**src/rtl/calc_pkg.sv**
```systemverilog
// Shared definitions for the BCD calculator: key codes, ALU opcodes, control states
// and the default operand width. The ALU imports the same opcode enum.
package calc_pkg;

   localparam int DIGIT_NUM_DEFAULT = 8;

   localparam logic [4:0] KEY_DIGIT_MAX = 5'd9;
   localparam logic [4:0] KEY_SUM       = 5'd10;
   localparam logic [4:0] KEY_SUB       = 5'd11;
   localparam logic [4:0] KEY_MUL       = 5'd12;
   localparam logic [4:0] KEY_DIV       = 5'd13;
   localparam logic [4:0] KEY_EXP       = 5'd14;
   localparam logic [4:0] KEY_EQUALS    = 5'd15;
   localparam logic [4:0] KEY_SIGN      = 5'd16;
   localparam logic [4:0] KEY_CLEAR     = 5'd17;

   typedef enum logic [2:0] {
      OP_SUM = 3'b000,
      OP_SUB = 3'b001,
      OP_MUL = 3'b010,
      OP_DIV = 3'b011,
      OP_EXP = 3'b100
   } alu_op_e;

   typedef enum logic [2:0] {
      ST_ENTER_A = 3'd0,
      ST_ENTER_B = 3'd1,
      ST_EXEC    = 3'd2,
      ST_SHOW    = 3'd3,
      ST_ERROR   = 3'd4
   } calc_state_e;

   function automatic logic isDigitKey(input logic [4:0] code);
      return code <= KEY_DIGIT_MAX;
   endfunction

   function automatic logic isOperatorKey(input logic [4:0] code);
      return (code >= KEY_SUM) && (code <= KEY_EXP);
   endfunction

   function automatic alu_op_e keyToOp(input logic [4:0] code);
      alu_op_e op;
      case (code)
         KEY_SUB: op = OP_SUB;
         KEY_MUL: op = OP_MUL;
         KEY_DIV: op = OP_DIV;
         KEY_EXP: op = OP_EXP;
         default: op = OP_SUM;
      endcase
      return op;
   endfunction

endpackage

```
**src/rtl/bcd_entry_reg.sv**
```systemverilog
// One sign-magnitude BCD operand being typed in: digit shift register with a digit
// counter, sign toggle, clear and parallel load (used for result chaining).
module bcd_entry_reg
   import calc_pkg::*;
#(
   parameter int DIGIT_NUM = DIGIT_NUM_DEFAULT
) (
   input  logic                   clk,
   input  logic                   reset,
   input  logic                   clear_i,
   input  logic                   digitValid_i,
   input  logic [3:0]             digit_i,
   input  logic                   signToggle_i,
   input  logic                   load_i,
   input  logic [4*DIGIT_NUM-1:0] loadValue_i,
   input  logic                   loadSign_i,
   output logic [4*DIGIT_NUM-1:0] value_o,
   output logic                   sign_o,
   output logic                   empty_o
);

   localparam int CW = $clog2(DIGIT_NUM + 1);

   logic [4*DIGIT_NUM-1:0] value_q, value_d;
   logic                   sign_q, sign_d;
   logic [CW-1:0]          count_q, count_d;

   // Clear and load are applied first so a digit in the same cycle lands on the fresh value.
   always_comb begin
      value_d = value_q;
      sign_d  = sign_q;
      count_d = count_q;
      if (clear_i) begin
         value_d = '0;
         sign_d  = 1'b0;
         count_d = '0;
      end
      if (load_i) begin
         value_d = loadValue_i;
         sign_d  = loadSign_i;
         count_d = CW'(DIGIT_NUM);
      end
      if (digitValid_i && (count_d < CW'(DIGIT_NUM)) &&
          !((count_d == '0) && (digit_i == 4'd0))) begin
         value_d = {value_d[4*DIGIT_NUM-5:0], digit_i};
         count_d = count_d + CW'(1);
      end
      if (signToggle_i) begin
         sign_d = ~sign_d;
      end
   end

   always_ff @(posedge clk or posedge reset) begin
      if (reset) begin
         value_q <= '0;
         sign_q  <= 1'b0;
         count_q <= '0;
      end else begin
         value_q <= value_d;
         sign_q  <= sign_d;
         count_q <= count_d;
      end
   end

   assign value_o = value_q;
   assign sign_o  = sign_q;
   assign empty_o = (count_q == '0);

endmodule

```
**src/rtl/calc_entry_ctrl.sv**
```systemverilog
// Keypad-side control of the BCD calculator: builds two operands from key presses,
// dispatches them to the combinational ALU, captures its result and drives the display.
module calc_entry_ctrl
   import calc_pkg::*;
#(
   parameter int DIGIT_NUM = DIGIT_NUM_DEFAULT
) (
   input  logic                   clk,
   input  logic                   reset,
   input  logic                   key_valid,
   input  logic [4:0]             key_code,
   input  logic [4*DIGIT_NUM-1:0] alu_result,
   input  logic                   alu_flag_ov,
   input  logic                   alu_flag_sign,
   output logic [4*DIGIT_NUM-1:0] operand0,
   output logic [4*DIGIT_NUM-1:0] operand1,
   output logic                   operand0_sign,
   output logic                   operand1_sign,
   output logic [2:0]             operation,
   output logic [4*DIGIT_NUM-1:0] disp_value,
   output logic                   disp_sign,
   output logic                   busy,
   output logic                   error
);

   calc_state_e            state_q, state_d;
   alu_op_e                operation_q, operation_d;
   logic [4*DIGIT_NUM-1:0] result_q, result_d;
   logic                   resultSign_q, resultSign_d;
   logic                   busy_q, error_q;

   logic aClear, aDigit, aSignToggle, aLoad;
   logic bClear, bDigit, bSignToggle;
   logic emptyB, unusedEmptyA;
   logic isDigit, isOperator, isEquals, isSign, isClear;

   always_comb begin
      isDigit    = key_valid && isDigitKey(key_code);
      isOperator = key_valid && isOperatorKey(key_code);
      isEquals   = key_valid && (key_code == KEY_EQUALS);
      isSign     = key_valid && (key_code == KEY_SIGN);
      isClear    = key_valid && (key_code == KEY_CLEAR);
   end

   // Next-state and operand-control decode; EXEC ignores every key, CLEAR included.
   always_comb begin
      state_d      = state_q;
      operation_d  = operation_q;
      result_d     = result_q;
      resultSign_d = resultSign_q;
      aClear       = 1'b0;
      aDigit       = 1'b0;
      aSignToggle  = 1'b0;
      aLoad        = 1'b0;
      bClear       = 1'b0;
      bDigit       = 1'b0;
      bSignToggle  = 1'b0;
      case (state_q)
         ST_ENTER_A: begin
            if (isDigit) begin
               aDigit = 1'b1;
            end else if (isOperator) begin
               operation_d = keyToOp(key_code);
               bClear      = 1'b1;
               state_d     = ST_ENTER_B;
            end else if (isSign) begin
               aSignToggle = 1'b1;
            end
         end
         ST_ENTER_B: begin
            if (isDigit) begin
               bDigit = 1'b1;
            end else if (isOperator) begin
               if (emptyB) begin
                  operation_d = keyToOp(key_code);
               end
            end else if (isSign) begin
               bSignToggle = 1'b1;
            end else if (isEquals) begin
               state_d = ST_EXEC;
            end
         end
         ST_EXEC: begin
            result_d     = alu_result;
            resultSign_d = alu_flag_sign && (alu_result != '0);
            state_d      = alu_flag_ov ? ST_ERROR : ST_SHOW;
         end
         ST_SHOW: begin
            if (isDigit) begin
               aClear  = 1'b1;
               aDigit  = 1'b1;
               state_d = ST_ENTER_A;
            end else if (isOperator) begin
               aLoad       = 1'b1;
               operation_d = keyToOp(key_code);
               bClear      = 1'b1;
               state_d     = ST_ENTER_B;
            end else if (isSign) begin
               if (result_q != '0) begin
                  resultSign_d = ~resultSign_q;
               end
            end
         end
         ST_ERROR: begin
         end
         default: begin
            state_d = ST_ENTER_A;
         end
      endcase
      if (isClear && (state_q != ST_EXEC)) begin
         aClear       = 1'b1;
         bClear       = 1'b1;
         operation_d  = OP_SUM;
         result_d     = '0;
         resultSign_d = 1'b0;
         state_d      = ST_ENTER_A;
      end
   end

   always_ff @(posedge clk or posedge reset) begin
      if (reset) begin
         state_q      <= ST_ENTER_A;
         operation_q  <= OP_SUM;
         result_q     <= '0;
         resultSign_q <= 1'b0;
         busy_q       <= 1'b0;
         error_q      <= 1'b0;
      end else begin
         state_q      <= state_d;
         operation_q  <= operation_d;
         result_q     <= result_d;
         resultSign_q <= resultSign_d;
         busy_q       <= (state_d == ST_EXEC);
         error_q      <= (state_d == ST_ERROR);
      end
   end

   bcd_entry_reg #(.DIGIT_NUM(DIGIT_NUM)) entryA (
      .clk          (clk),
      .reset        (reset),
      .clear_i      (aClear),
      .digitValid_i (aDigit),
      .digit_i      (key_code[3:0]),
      .signToggle_i (aSignToggle),
      .load_i       (aLoad),
      .loadValue_i  (result_q),
      .loadSign_i   (resultSign_q),
      .value_o      (operand0),
      .sign_o       (operand0_sign),
      .empty_o      (unusedEmptyA)
   );

   bcd_entry_reg #(.DIGIT_NUM(DIGIT_NUM)) entryB (
      .clk          (clk),
      .reset        (reset),
      .clear_i      (bClear),
      .digitValid_i (bDigit),
      .digit_i      (key_code[3:0]),
      .signToggle_i (bSignToggle),
      .load_i       (1'b0),
      .loadValue_i  ('0),
      .loadSign_i   (1'b0),
      .value_o      (operand1),
      .sign_o       (operand1_sign),
      .empty_o      (emptyB)
   );

   // The display follows whichever register the current state is about.
   always_comb begin
      disp_value = '0;
      disp_sign  = 1'b0;
      case (state_q)
         ST_ENTER_A: begin
            disp_value = operand0;
            disp_sign  = operand0_sign;
         end
         ST_ENTER_B: begin
            disp_value = operand1;
            disp_sign  = operand1_sign;
         end
         ST_EXEC, ST_SHOW: begin
            disp_value = result_q;
            disp_sign  = resultSign_q;
         end
         default: begin
            disp_value = '0;
            disp_sign  = 1'b0;
         end
      endcase
   end

   assign operation = operation_q;
   assign busy      = busy_q;
   assign error     = error_q;

endmodule

```
**config.mk**
```make
export PLATFORM = sky130hd
export DESIGN_NAME = calc_entry_ctrl
export DESIGN_NICKNAME = d
export VERILOG_FILES = /design/src/rtl/calc_pkg.sv /design/src/rtl/bcd_entry_reg.sv /design/src/rtl/calc_entry_ctrl.sv
export SDC_FILE = /design/constraint.sdc
export NUM_CORES = 1
export LEC_CHECK = 0
export BUFFER_PORTS_ARGS = -buffer_cell sky130_fd_sc_hd__buf_4
export CORE_AREA = 2 2 116 118
export CTS_CLUSTER_SIZE = 14
export DETAILED_ROUTE_END_ITERATION = 8
export DIE_AREA = 0 0 118 120
export PLACE_DENSITY = 0.82
export REMOVE_ABC_BUFFERS = 1
export SYNTH_ARGS = -nofsm -noshare
export SYNTH_HDL_FRONTEND = slang
export SYNTH_SLANG_ARGS = --single-unit
```
**constraint.sdc**
```tcl
create_clock -name clk -period 3.1 [get_ports clk]
set_input_delay 0.155 -clock clk [delete_from_list [all_inputs] [get_ports clk]]
set_output_delay 0.155 -clock clk [all_outputs]
set_load 0.02 [all_outputs]
```
# Word level (Yosys, flattened, before mapping)
# Index checks and enable logic that the tools add are counted.
dict set report word_totals {
  in_bits 42
  wordCells 137
  register_bits 115
}
dict set report op_classes {
  muxes 58
  reduce_logical 32
  n_eq_ne 23
  magnitude_cmp 5
  n_bitwise 3
  addsub 2
}
# cell n
set ops {}
lappend ops {{$mux 32} 7}
lappend ops {{$pmux 32 s3} 1}
lappend ops {{$reduce_bool 32->1} 2}
lappend ops {{$mux 3} 15}
lappend ops {{$eq 5x4->1 const B} 5}
lappend ops {{$mux 1} 25}
lappend ops {{$ne 3x3->1 const B} 7}
lappend ops {{$mux 4} 5}
lappend ops {{$logic_not 4->1} 4}
lappend ops {{$pmux 3 s5} 1}
lappend ops {{$logic_and 1x1->1} 14}
lappend ops {{$pmux 3 s4} 1}
lappend ops {{$eq 5x5->1 const B} 2}
lappend ops {{$le 5x4->1 const B} 2}
lappend ops {{$eq 3x2->1 const B} 3}
lappend ops {{$reduce_bool 3->1} 3}
lappend ops {{$add 4x1->4 const B} 2}
lappend ops {{$lt 4x4->1 const B} 2}
lappend ops {{$eq 3x3->1 const B} 2}
lappend ops {{$ne 3x2->1 const B} 2}
lappend ops {{$pmux 3 s2} 1}
lappend ops {{$reduce_and 6->1} 1}
lappend ops {{$ge 5x4->1 const B} 1}
lappend ops {{$reduce_and 5->1} 1}
lappend ops {{9 further kinds} 14}

# Depth between registers and ports, before layout
# Gate-level depths: netlist of the first run.
dict set report logic_depth {
  ltp_word 13
  depth_mapped 15
  mapped_depth_nobuf 11
}

# Hierarchy
# From an unflattened synthesis of the first run, not the netlist that was laid out.
dict set report unflattened {
  hier_cells 684
  hier_area_um2 6422.4
}
# mod area_each_um2 cells_per_inst n_inst seq_area_each_um2
set by_module_without_submodules {}
lappend by_module_without_submodules {bcd_entry_reg 1789.2 148 2 925.9}
lappend by_module_without_submodules {calc_entry_ctrl 2844.0 388 1 1026.0}

# Least setup slack after synthesis of the first run
# Ideal clock, no wire load.
dict set report synth_timing {
  path_type {flip-flop to flip-flop}
  from {register state_q[0]}
  to {register entryA.value_q[27], in the netlist entryA.value_o[27]}
  slack_ps 233
  path_stages_with_launch 16
  path_buffers 5
  t_arrival_ps 2737
  setup_ps 130
  period_less_slack_ps 2867
  cell_sequence {dfrtp_1 -> or3b_1 -> buf_2 -> nand2_1 -> and2_1 -> clkbuf_1 -> buf_2 -> nand2_1 -> ha_1 -> nand2_1 -> inv_1 -> a221o_1 -> buf_6 -> buf_8 -> a221oi_2 -> a21oi_1}
}
dict set report synth_between {
  elab_chain_cells 10
}
# element line
set synth_lines {}
lappend synth_lines {{start: declaration} calc_entry_ctrl.sv:26} ;# calc_state_e state_q, state_d;
lappend synth_lines {{start signal: assignment} calc_entry_ctrl.sv:129} ;# state_q <= state_d;
lappend synth_lines {{parallel branches: the longest is 9 deep, another holds $lt 4x4->1} -}
lappend synth_lines {{$mux 32 *} bcd_entry_reg.sv:43} ;# if (digitValid_i && (count_d < CW'(DIGIT_NUM)) &&
lappend synth_lines {{net entryA.value_d[27]} bcd_entry_reg.sv:24} ;# logic [4*DIGIT_NUM-1:0] value_q, value_d;
lappend synth_lines {{end signal: assignment} bcd_entry_reg.sv:59} ;# value_q <= value_d;
lappend synth_lines {{end: declaration} bcd_entry_reg.sv:24}
# Mark *: on every way through the listed nets, which the timed path passes. The select of a mux whose other input is x is not followed.
# A chain may end at the register's enable or synchronous reset.

# Final worst setup path of the first run
dict set report layout_timing {
  from {register state_q[2]}
  to {register entryA.value_q[22], in the netlist entryA.value_o[22]}
}
# Same word-level chain as after synthesis.

==> out/metrics.csv, run 1 <==
stage;metric;value;unit
drt;routed wire length;19.9;mm
hold_path;hold-critical path depth;3;
power_and_ir_drop;sequential share of power;34.7;%
sta;Slew HR;52.6;%
grt;initial antenna violation count;0;
hold_path;Hold EP;error$_DFF_PP0_;
power_and_ir_drop;Power Internal;4.58;mW
sta;final worst path period share;88.8;%
power_and_ir_drop;Switching Share;40.9;%
drt;drt first pass iters;7;
die;die width;118;um
cells_and_area;Non-Filler Instances;1038;
setup_path;Worst R2R Start;state_q[2]$_DFF_PP0_;
cells_and_area;n_diodes;0;
power_and_ir_drop;clock share of power;23.8;%
grt;Total Routing Usage GR;28.2;%
yosys;Distinct cells, synth;58;
yosys;flip-flop and latch count after synthesis;115;
clock_tree;CTS Sinks;115;
yosys;Post-synth EDFFs;0;
grt;global-route wire length before repair;31.3;mm
flow_run;maxcap violations;0;
status;status;complete, no violations;
cells_and_area;area of the multi-input gates;3050;um^2
die;core area;13000;um^2
yosys;Syn Std Cell Area;6230;um^2
clock_tree;Num CTS Buffers;17;
drt;DRC;0;
yosys;Async SR Flop Fraction;100;%
yosys;top post-synthesis cells by area;dfrtp_1, mux2i_1, nor2_1, nand2_1, a21oi_1;
cells_and_area;Core Util, Final;64.7;%
setup_path;startpoint types;flip-flop;
clock_tree;# resized after CTS;0;
die;die area;14200;um^2
yosys;commonest register cell after synthesis;dfrtp_1;
place;quantity of I/O buffers inserted on ports;145;
cells_and_area;number of filler cells placed in the layout;1034;
grt;global route overflow;0;
yosys;post-synthesis cell count;677;
setup_path;crit end category;flip-flop;
sta;max-slew violations;0;
sta;count of final setup violators;0;
setup_path;Worst Path Max Fanout;22;
hold_path;Min-Delay Path Class;input port to flip-flop;
drt;average wire per standard cell;19.1;um
cells_and_area;Reg area;2880;um^2
setup_path;R2R depth;11;
grt;largest net degree at the start of global routing;54;
drt;Vias/cell;5.82;
clock_tree;worst-skew pair later-pin latency;0.41;ns
yosys;Yosys top cell area share;46.2;%
sta;WHS;0.0273;ns
drt;DRT iter0 DRCs;681;
yosys;yosys warns;0;
die;std cell rows;42;
sta;fin crit period;2.75;ns
setup_path;Worst Path Arrival;3.01;ns
sta;achievable frequency;0.363;GHz
sta;Hold Fails Final Rpt;0;
clock_tree;post-CTS setup buffer count;0;
clock_tree;clk slew on worst S/H paths;0.06;ns
place;Placed Cells;973;
hold_path;hold path startpoint;alu_flag_ov;
sta;clk_skew;0.0108;ns
power_and_ir_drop;Pwr Density;922;nW/um^2
die;number of I/O pins;146;
clock_tree;CTS tree;yes;
die;Initial Util;48.0;%
setup_path;crit path kind;flip-flop to flip-flop;
die;die height;120;um
cells_and_area;area delta synth->final;34.9;%
power_and_ir_drop;Psw;3.17;mW
yosys;Seq/Total Area, Yosys;46.2;%
clock_tree;Clock Tree Buf Depth;2;
grt;vias in the first global route;5639;
sta;Slew @ Worst Pin;0.711;ns
clock_tree;CTS Root Cell;clkbuf_16;
sta;RSZ-0062 raised after global routing;no;
power_and_ir_drop;Max IR drop VDD;0.445;mV
cells_and_area;fraction of layout cells with a size suffix above 1;26.2;%
drt;routed vias;6040;
yosys;cell taking the most area after synthesis;dfrtp_1;
clock_tree;H-tree levels;4;
place;post-detail-place hpwl;13.1;mm
power_and_ir_drop;combinational share of power;41.4;%
drt;antenna-violating nets left;0;
sta;TNS Setup;0;ns
setup_path;WP data required;3.36;ns
cells_and_area;NumNets Final;895;
setup_path;Reg2Reg Setup Slack;0.35;ns
clock_tree;hold bufs inserted after CTS;33;
place;Final Wtd Congestion;0.925;
power_and_ir_drop;static leakage;4.58;nW
yosys;syn avg cell area;9.20;um^2
setup_path;reg-to-reg endpoint;entryA.value_o[22]$_DFF_PP0_;
[power groups by stage]
stage / Combinational [mW] / Sequential (mW) / Clock (mW)
5_1_grt: 3.48 / 2.75 / 1.94
3_5_place_dp: 3.14 / 2.69 / 0
2_1_floorplan: 1.58 / 2.91 / 0
6_report: 3.21 / 2.69 / 1.85
4_1_cts: 3.20 / 2.68 / 1.87
3_3_place_gp: 3.07 / 2.69 / 0
[placed cells by master, fill, tap and decap left out, drive strengths merged, types with 3 or more instances in the layout]
cell type and n:
buf 172, dfrtp 115, nor2 109, nand2 86
mux2i 86, a21oi 48, nand3 42, dlygate4sd3 33
a22oi 25, clkbuf 20, o21ai 20, nor4 16
inv 12, nand4 7, nor3 6, clkinv 6
clkinvlp 5, a221oi 5, mux2 4, ha 4
or4 4, nand2b 3
[logic make-up (layout without fill, tap and decap cells)]
kind of cell / Yosys count / in the layout / share of synthesized area [%]
AND/OR/NAND/NOR: 284 / 284 / 20.4
buffers and inverters: 64 / 249 / 5.04
XOR/XNOR: 4 / 4 / 0.563
AO/OA/AOI/OAI: 116 / 116 / 12.4
multiplexers: 90 / 90 / 14.5
adder cells (fa/ha/maj): 4 / 4 / 0.804
flip-flops: 115 / 115 / 46.2
[through the flow]
step | setup slack [ns] | total power, mW | area, um^2
2_1_floorplan | -2.26 | 4.49 | 5960
3_3_place_gp | 0.405 | 5.76 | 7500
3_5_place_dp | 0.343 | 5.83 | 7500
4_1_cts | 0.392 | 7.74 | 8400
5_1_grt | 0.169 | 8.17 | 8400
6_report | 0.347 | 7.75 | 8400
[routing by layer]
metal	global-route usage, %	up-vias	wire (um)
met5	0	-	0
met4	9.04	0	365
met3	5.61	31	1380
met2	46.5	324	9880
li1	-	2752	-
met1	37.5	2933	8260
[critical path, stage by stage (launching register included)]
cell	delay, ns
dfrtp_1	0.44
or3b_1	0.44
nand3_1	0.15
and2_1	0.21
nand2_1	0.12
ha_1	0.20
nand2_1	0.08
inv_1	0.04
a221o_2	0.33
buf_4	0.24
mux2i_1	0.22
o21ai_1	0.10
[state kept, by name (all words and copies together), names as in the netlist]
name            count
entryA.sign_o       1
result_q           32
operation           3
resultSign_q        1
error               1
entryB.value_o     32
entryB.sign_o       1
busy                1
entryB.count_q      4
entryA.count_q      4
entryA.value_o     32
state_q             3
[synth_stat cells (3+ instances only)]
master    instances
nor3_1            5
or4_1             3
mux2_2            4
a21oi_1          48
buf_1            14
buf_2             8
a22oi_1          25
nor2_1          108
nand3_1          42
o21ai_0          12
ha_1              4
clkbuf_1         22
buf_6             7
dfrtp_1         115
mux2i_1          86
nand4_1           7
nor4_1           16
o21ai_1           6
a221oi_2          4
inv_1            11
nand2_1          86
[worst max path at each step]
stage,startpoint,end,slack [ns],depth (start not counted)
3_5_place_dp,key_code[4],entryB.value_o[28]$_DFFE_PP0P_,0.34,13
4_1_cts,state_q[2]$_DFF_PP0_,entryA.value_o[22]$_DFF_PP0_,0.39,11
3_3_place_gp,key_code[4],entryB.value_o[24]$_DFF_PP0_,0.40,13
5_1_grt,state_q[2]$_DFF_PP0_,entryA.value_o[26]$_DFF_PP0_,0.17,11
6_report,state_q[2]$_DFF_PP0_,entryA.value_o[22]$_DFF_PP0_,0.35,11
2_1_floorplan,state_q[0]$_DFF_PP0_,entryA.count_q[1]$_DFF_PP0_,-2.26,9
[area by class of cell]
type / count / share of cell area, %
repair buffers: 205 / 19.5
multi-input cells: 498 / 36.3
inverters: 12 / 0.566
clock buffers: 20 / 5.44
well taps: 176 / 2.62
clock inverters: 12 / 1.30
flip-flops and latches: 115 / 34.3
Power figures use the tool's default switching activity.
==> run 2: changes to the inputs <==
- CTS_BUF_LIST: unset -> sky130_fd_sc_hd__clkbuf_16
- GPL_ROUTABILITY_DRIVEN: unset -> 0
==> out/metrics.csv, run 2 (synthesized netlist as in run 1, its figures left out) <==
stage;metric;value;unit;change
status;status;complete, no violations;;
place;Placed Cells;966;;-0.72%
clock_tree;clk slew on worst S/H paths;0.06;ns;about the same
cells_and_area;area delta synth->final;34.7;%;
clock_tree;CTS Sinks;115;;unchanged
setup_path;WP data required;3.38;ns;+0.02 ns
place;post-detail-place hpwl;12.7;mm;-2.9%
grt;vias in the first global route;5595;;-0.78%
sta;fin crit period;2.89;ns;+0.135 ns
clock_tree;Num CTS Buffers;17;;unchanged
sta;RSZ-0062 raised after global routing;no;;
setup_path;CP max stage delay;0.45;ns;about the same
die;die area;14200;um^2;unchanged
die;die height;120;um;unchanged
power_and_ir_drop;Power Internal;4.70;mW;+2.5%
grt;largest net degree at the start of global routing;64;;+19%
setup_path;Buf/Inv on CP;3;;+1
setup_path;crit path kind;flip-flop to flip-flop;;
power_and_ir_drop;Switching Share;40.1;%;-0.75 points
clock_tree;Clock Tree Buf Depth;2;;unchanged
flow_run;maxcap violations;0;;unchanged
grt;global-route wire length before repair;30.5;mm;-2.3%
die;std cell rows;42;;unchanged
drt;average wire per standard cell;18.4;um;-4.1%
die;number of I/O pins;146;;unchanged
sta;Hold Fails Final Rpt;0;;unchanged
setup_path;Worst Path Max Fanout;30;;+36%
die;Initial Util;48.0;%;unchanged
setup_path;cell depth of the worst setup path;11;;unchanged
clock_tree;H-tree levels;4;;unchanged
setup_path;startpoint types;flip-flop;;
sta;final worst path period share;93.2;%;+4.4 points
drt;drt first pass iters;5;;-2
place;quantity of I/O buffers inserted on ports;145;;unchanged
grt;Total Routing Usage GR;27.1;%;-1.1 points
drt;routed wire length;18.9;mm;-4.8%
cells_and_area;fraction of layout cells with a size suffix above 1;25.4;%;-0.84 points
place;DP Area;7460;um^2;-0.53%
power_and_ir_drop;clock share of power;24.9;%;+1.1 points
setup_path;R2R depth;11;;unchanged
cells_and_area;number of filler cells placed in the layout;991;;-4.2%
cells_and_area;commonest non-fill, non-tap cell in the layout;buf_4;;
drt;DRC;0;;unchanged
sta;max-slew violations;0;;unchanged
drt;Vias/cell;5.79;;-0.52%
cells_and_area;highest-count cells in the layout ignoring fill and taps;buf_4, dfrtp_1, nor2_1;;
drt;routed vias;5968;;-1.2%
sta;Slew @ Worst Pin;0.877;ns;+0.166 ns
setup_path;crit end category;flip-flop;;
clock_tree;post-CTS setup buffer count;0;;unchanged
hold_path;Min-Delay Path Class;input port to flip-flop;;
cells_and_area;Non-Filler Instances;1031;;-0.67%
setup_path;CP top delay family;simple AND/OR/NAND/NOR gates;;
power_and_ir_drop;sequential share of power;34.5;%;-0.2 points
drt;antenna-violating nets left;0;;unchanged
setup_path;crit-path cells;or3b_1 -> buf_6 -> nand2b_1 -> and2_1 -> inv_1 -> ha_1 -> o211ai_1 -> o21ai_4 -> buf_4 -> mux2i_1 -> nor2_1;;
clock_tree;CTS tree;yes;;
cells_and_area;n_diodes;0;;unchanged
grt;global route overflow;0;;unchanged
power_and_ir_drop;Pwr Density;935;nW/um^2;+1.4%
setup_path;Worst Path Arrival;3.17;ns;+0.16 ns
setup_path;CP max-delay cell;dfrtp_1;;
power_and_ir_drop;combinational share of power;40.6;%;-0.8 points
die;core area;13000;um^2;unchanged
clock_tree;worst-skew pair later-pin latency;0.40;ns;about the same
cells_and_area;NumNets Final;888;;-0.78%
power_and_ir_drop;Max IR drop VDD;0.452;mV;+1.6%
drt;DRT iter0 DRCs;668;;-1.9%
hold_path;hold-critical path depth;3;;unchanged
sta;Slew HR;41.0;%;-12 points
power_and_ir_drop;Psw;3.15;mW;-0.64%
sta;count of final setup violators;0;;unchanged
die;die width;118;um;unchanged
clock_tree;CTS Root Cell;clkbuf_16;;
grt;initial antenna violation count;0;;unchanged
sta;achievable frequency;0.346;GHz;-4.7%
cells_and_area;fin area;8390;um^2;-0.13%
sta;clk_skew;0.00974;ns;-0.00107 ns
power_and_ir_drop;static leakage;4.57;nW;about the same
-- run 2: cell count changes in the layout (fill, tap and decap cells not counted), moves of 2 or more --
cell,before,now
buf_4,171,162
bufinv_16,1,3
clkbuf_8,2,0
clkinv_1,0,2
clkinv_4,3,1
clkinvlp_4,5,3
inv_6,0,2
-- run 2: area by class of cell --
cell class	count	area (um^2)	share of cell area (%)
clock buffers	17	425	5.07
clock inverters	15	165	1.97
inverters	12	47.5	0.567
multi-input cells	498	3050	36.4
flip-flops and latches	115	2880	34.3
well taps	176	220	2.62
repair buffers	198	1600	19.0
-- run 2: final timing paths --
check,startpoint,to,slack [ns]
worst max-delay path,state_q[2]$_DFF_PP0_,entryB.value_o[10]$_DFF_PP0_,0.21
max in group asynchronous,reset,result_q[22]$_DFFE_PP0P_,1.89
worst max register to register,state_q[2]$_DFF_PP0_,entryB.value_o[10]$_DFF_PP0_,0.21
worst min register to register,operation[0]$_DFFE_PP0P_,operation[0]$_DFFE_PP0P_,0.51
worst min-delay path,alu_flag_ov,state_q[2]$_DFF_PP0_,0.03
min in group asynchronous,reset,operation[1]$_DFFE_PP0P_,0.43
-- run 2: per-stage QoR --
stage                     hold slack (ns)  setup WS (ns)  power (mW)  setup TNS (ns)  utilization [%]
after floorplan                     0.260          -2.26        4.49         -148.30                -
after global placement              0.303          0.284        5.76               0             57.5
after detailed placement            0.308          0.168        5.84               0             57.5
after CTS                          0.0309          0.131        7.84               0             64.6
after global routing               0.0495         0.0295        8.29               0             64.6
final                              0.0289          0.211        7.84               0             64.6
-- run 2: power by group through the flow --
stage / Clock [mW] / Combinational (mW) / Sequential (mW)
after global placement: 0 / 3.06 / 2.70
after detailed placement: 0 / 3.14 / 2.70
after floorplan: 0 / 1.58 / 2.91
final: 1.95 / 3.19 / 2.70
after CTS: 1.97 / 3.19 / 2.69
after global routing: 2.05 / 3.48 / 2.77
-- run 2: tightest hold or removal path, stage by stage --
cell and delay (ns):
buf_4 0.08, a21oi_1 0.07, nor2_1 0.08
-- run 2: repair_timing --
action                     in CTS  in global routing
hold endpoints to repair       84                  0
setup endpoints to repair       0                 25
resized for setup               0                  1
hold buffers                   33                  0
-- run 2: layer usage --
metal,vias up,track usage (%),part of all wire [%]
met3,32,5.47,7.5
li1,2732,-,-
met5,-,0,0
met4,0,7.68,2.0
met2,288,44.1,49
met1,2916,36.8,42
==> run 3: changes to the inputs <==
- CORE_AREA: 2 2 116 118 -> 2 2 111 113
- DIE_AREA: 0 0 118 120 -> 0 0 113 115
- PLACE_DENSITY: 0.82 -> 0.85
- clock period: 3.1 -> 3.3 ns (I/O delays scaled with it)
==> out/metrics.csv, run 3 (synthesized netlist as in run 1, its figures left out) <==
stage;metric;value;unit;change
grt;largest net degree at the start of global routing;68;;+6.3%
cells_and_area;fin area;8380;um^2;-0.10%
sta;Slew HR;46.8;%;+5.9 points
setup_path;CP max stage delay;0.45;ns;about the same
die;core area;11800;um^2;-9.0%
clock_tree;CTS Sinks;115;;unchanged
sta;final worst path period share;95.1;%;+1.9 points
setup_path;CP top delay family;simple AND/OR/NAND/NOR gates;;
sta;Hold Fails Final Rpt;0;;unchanged
sta;RSZ-0062 raised after global routing;no;;
cells_and_area;number of filler cells placed in the layout;824;;-17%
place;quantity of I/O buffers inserted on ports;145;;unchanged
setup_path;WP data required;3.57;ns;+0.19 ns
hold_path;hold-critical path depth;3;;unchanged
place;post-detail-place hpwl;13.0;mm;+2.3%
drt;antenna-violating nets left;0;;unchanged
status;status;finished, violations left;;
cells_and_area;Reg area;2880;um^2;unchanged
drt;average wire per standard cell;20.7;um;+13%
clock_tree;clk slew on worst S/H paths;0.06;ns;about the same
clock_tree;Clock Tree Buf Depth;2;;unchanged
drt;Vias/cell;6.21;;+7.3%
die;die width;113;um;-4.2%
sta;achievable frequency;0.319;GHz;-8.0%
place;DP Area;7410;um^2;-0.69%
grt;global-route wire length before repair;32.2;mm;+5.4%
status;failing checks;DRC;;
setup_path;startpoint types;flip-flop;;
setup_path;CP max-delay cell;dfrtp_2;;
die;std cell rows;40;;-4.8%
setup_path;R2R depth;11;;unchanged
flow_run;maxcap violations;0;;unchanged
setup_path;Worst Path Max Fanout;28;;-6.7%
die;die height;115;um;-4.2%
cells_and_area;fraction of layout cells with a size suffix above 1;24.9;%;-0.47 points
cells_and_area;area delta synth->final;34.6;%;
clock_tree;CTS tree;yes;;
grt;Total Routing Usage GR;31.8;%;+4.8 points
drt;DRC;11;;+11
setup_path;crit path kind;flip-flop to flip-flop;;
cells_and_area;Core Util, Final;71.0;%;+6.3 points
setup_path;cell depth of the worst setup path;11;;unchanged
power_and_ir_drop;Max IR drop VDD;0.635;mV;+40%
hold_path;Min-Delay Path Class;input port to flip-flop;;
clock_tree;CTS Root Cell;clkbuf_16;;
power_and_ir_drop;Power Total;7.69;mW;-2.0%
die;number of I/O pins;146;;unchanged
grt;vias in the first global route;6050;;+8.1%
setup_path;Worst Path Arrival;3.41;ns;+0.24 ns
clock_tree;H-tree levels;4;;unchanged
sta;Slew @ Worst Pin;0.797;ns;-0.0801 ns
clock_tree;Num CTS Buffers;17;;unchanged
grt;global route overflow;0;;unchanged
cells_and_area;highest-count cells in the layout ignoring fill and taps;buf_4, dfrtp_1, nor2_1;;
setup_path;Buf/Inv on CP;3;;unchanged
cells_and_area;n_diodes;0;;unchanged
setup_path;crit-path cells;or3b_1 -> buf_6 -> nand2b_1 -> and2_1 -> inv_1 -> ha_1 -> o211ai_1 -> o21ai_4 -> buf_4 -> mux2i_1 -> nor2_1;;
drt;routed vias;6198;;+3.9%
die;die area;13000;um^2;-8.2%
drt;routed wire length;20.6;mm;+9.1%
cells_and_area;area of the multi-input gates;3050;um^2;unchanged
clock_tree;worst-skew pair later-pin latency;0.42;ns;+0.02 ns
sta;max-slew violations;0;;unchanged
sta;clk_skew;0.00597;ns;-0.00378 ns
setup_path;crit end category;flip-flop;;
sta;count of final setup violators;0;;unchanged
drt;drt first pass iters;7;;+2
cells_and_area;NumNets Final;885;;-0.34%
sta;WHS;0.00760;ns;-0.0213 ns
power_and_ir_drop;Pwr Density;917;nW/um^2;-1.9%
sta;fin crit period;3.14;ns;+0.250 ns
power_and_ir_drop;static leakage;4.59;nW;+0.44%
die;Initial Util;52.7;%;+4.7 points
cells_and_area;commonest non-fill, non-tap cell in the layout;buf_4;;
grt;initial antenna violation count;0;;unchanged
drt;DRT iter0 DRCs;629;;-5.8%
-- run 3: timing repair --
item	4_1_cts	5_1_grt
setup endpoints to repair	0	2
setup buffers	0	0
hold endpoints to repair	79	0
gates resized for setup	0	1
hold buffers	32	0
-- run 3: worst register-to-register path, cell delays in order (launching register included) --
cell and delay [ns]:
dfrtp_2 0.45, or3b_1 0.36, buf_6 0.28, nand2b_1 0.26, and2_1 0.28, inv_1 0.06, ha_1 0.19, o211ai_1 0.19
o21ai_4 0.20, buf_4 0.33, mux2i_1 0.30, nor2_1 0.07
-- run 3: power by group --
group | internal [mW] | switching (mW) | total (mW)
Clock | 1.39 | 0.656 | 2.05
Sequential | 1.91 | 0.646 | 2.56
Combinational | 1.32 | 1.77 | 3.08
Total | 4.62 | 3.07 | 7.69
-- run 3: final cells by class --
cell class                 instances  area share [%]
timing repair buffer             195            18.8
inverter                          12           0.567
sequential                       115            34.4
clock buffer                      17            5.08
tap                              147            2.19
clock inverter                    14            2.60
multi-input combinational        498            36.4
-- run 3: final timing paths --
path / slack (ns) / endpoint / from
max: 0.16 / entryB.value_o[14]$_DFF_PP0_ / state_q[1]$_DFF_PP0_
min: 0.008 / result_q[6]$_DFFE_PP0P_ / alu_result[6]
max reg2reg: 0.16 / entryB.value_o[14]$_DFF_PP0_ / state_q[1]$_DFF_PP0_
min reg2reg: 0.52 / operation[0]$_DFFE_PP0P_ / operation[0]$_DFFE_PP0P_
max in group asynchronous: 2.13 / entryA.value_o[20]$_DFF_PP0_ / reset
min in group asynchronous: 0.39 / entryA.value_o[3]$_DFF_PP0_ / reset
-- run 3: metal layers --
metal	wire, um	GRT usage (%)	up-vias
li1	-	-	2725
met1	7790	40.1	3010
met2	10200	52.2	387
met3	1920	7.49	76
met4	788	15.2	0
met5	0	0	-
-- run 3: stage by stage --
stage,TNS (ns),setup WS [ns],std cells
2_1_floorplan,-122.31,-2.06,625
3_3_place_gp,0,0.383,935
3_5_place_dp,0,0.252,935
4_1_cts,0,0.151,998
5_1_grt,0,0.0268,998
6_report,0,0.161,998
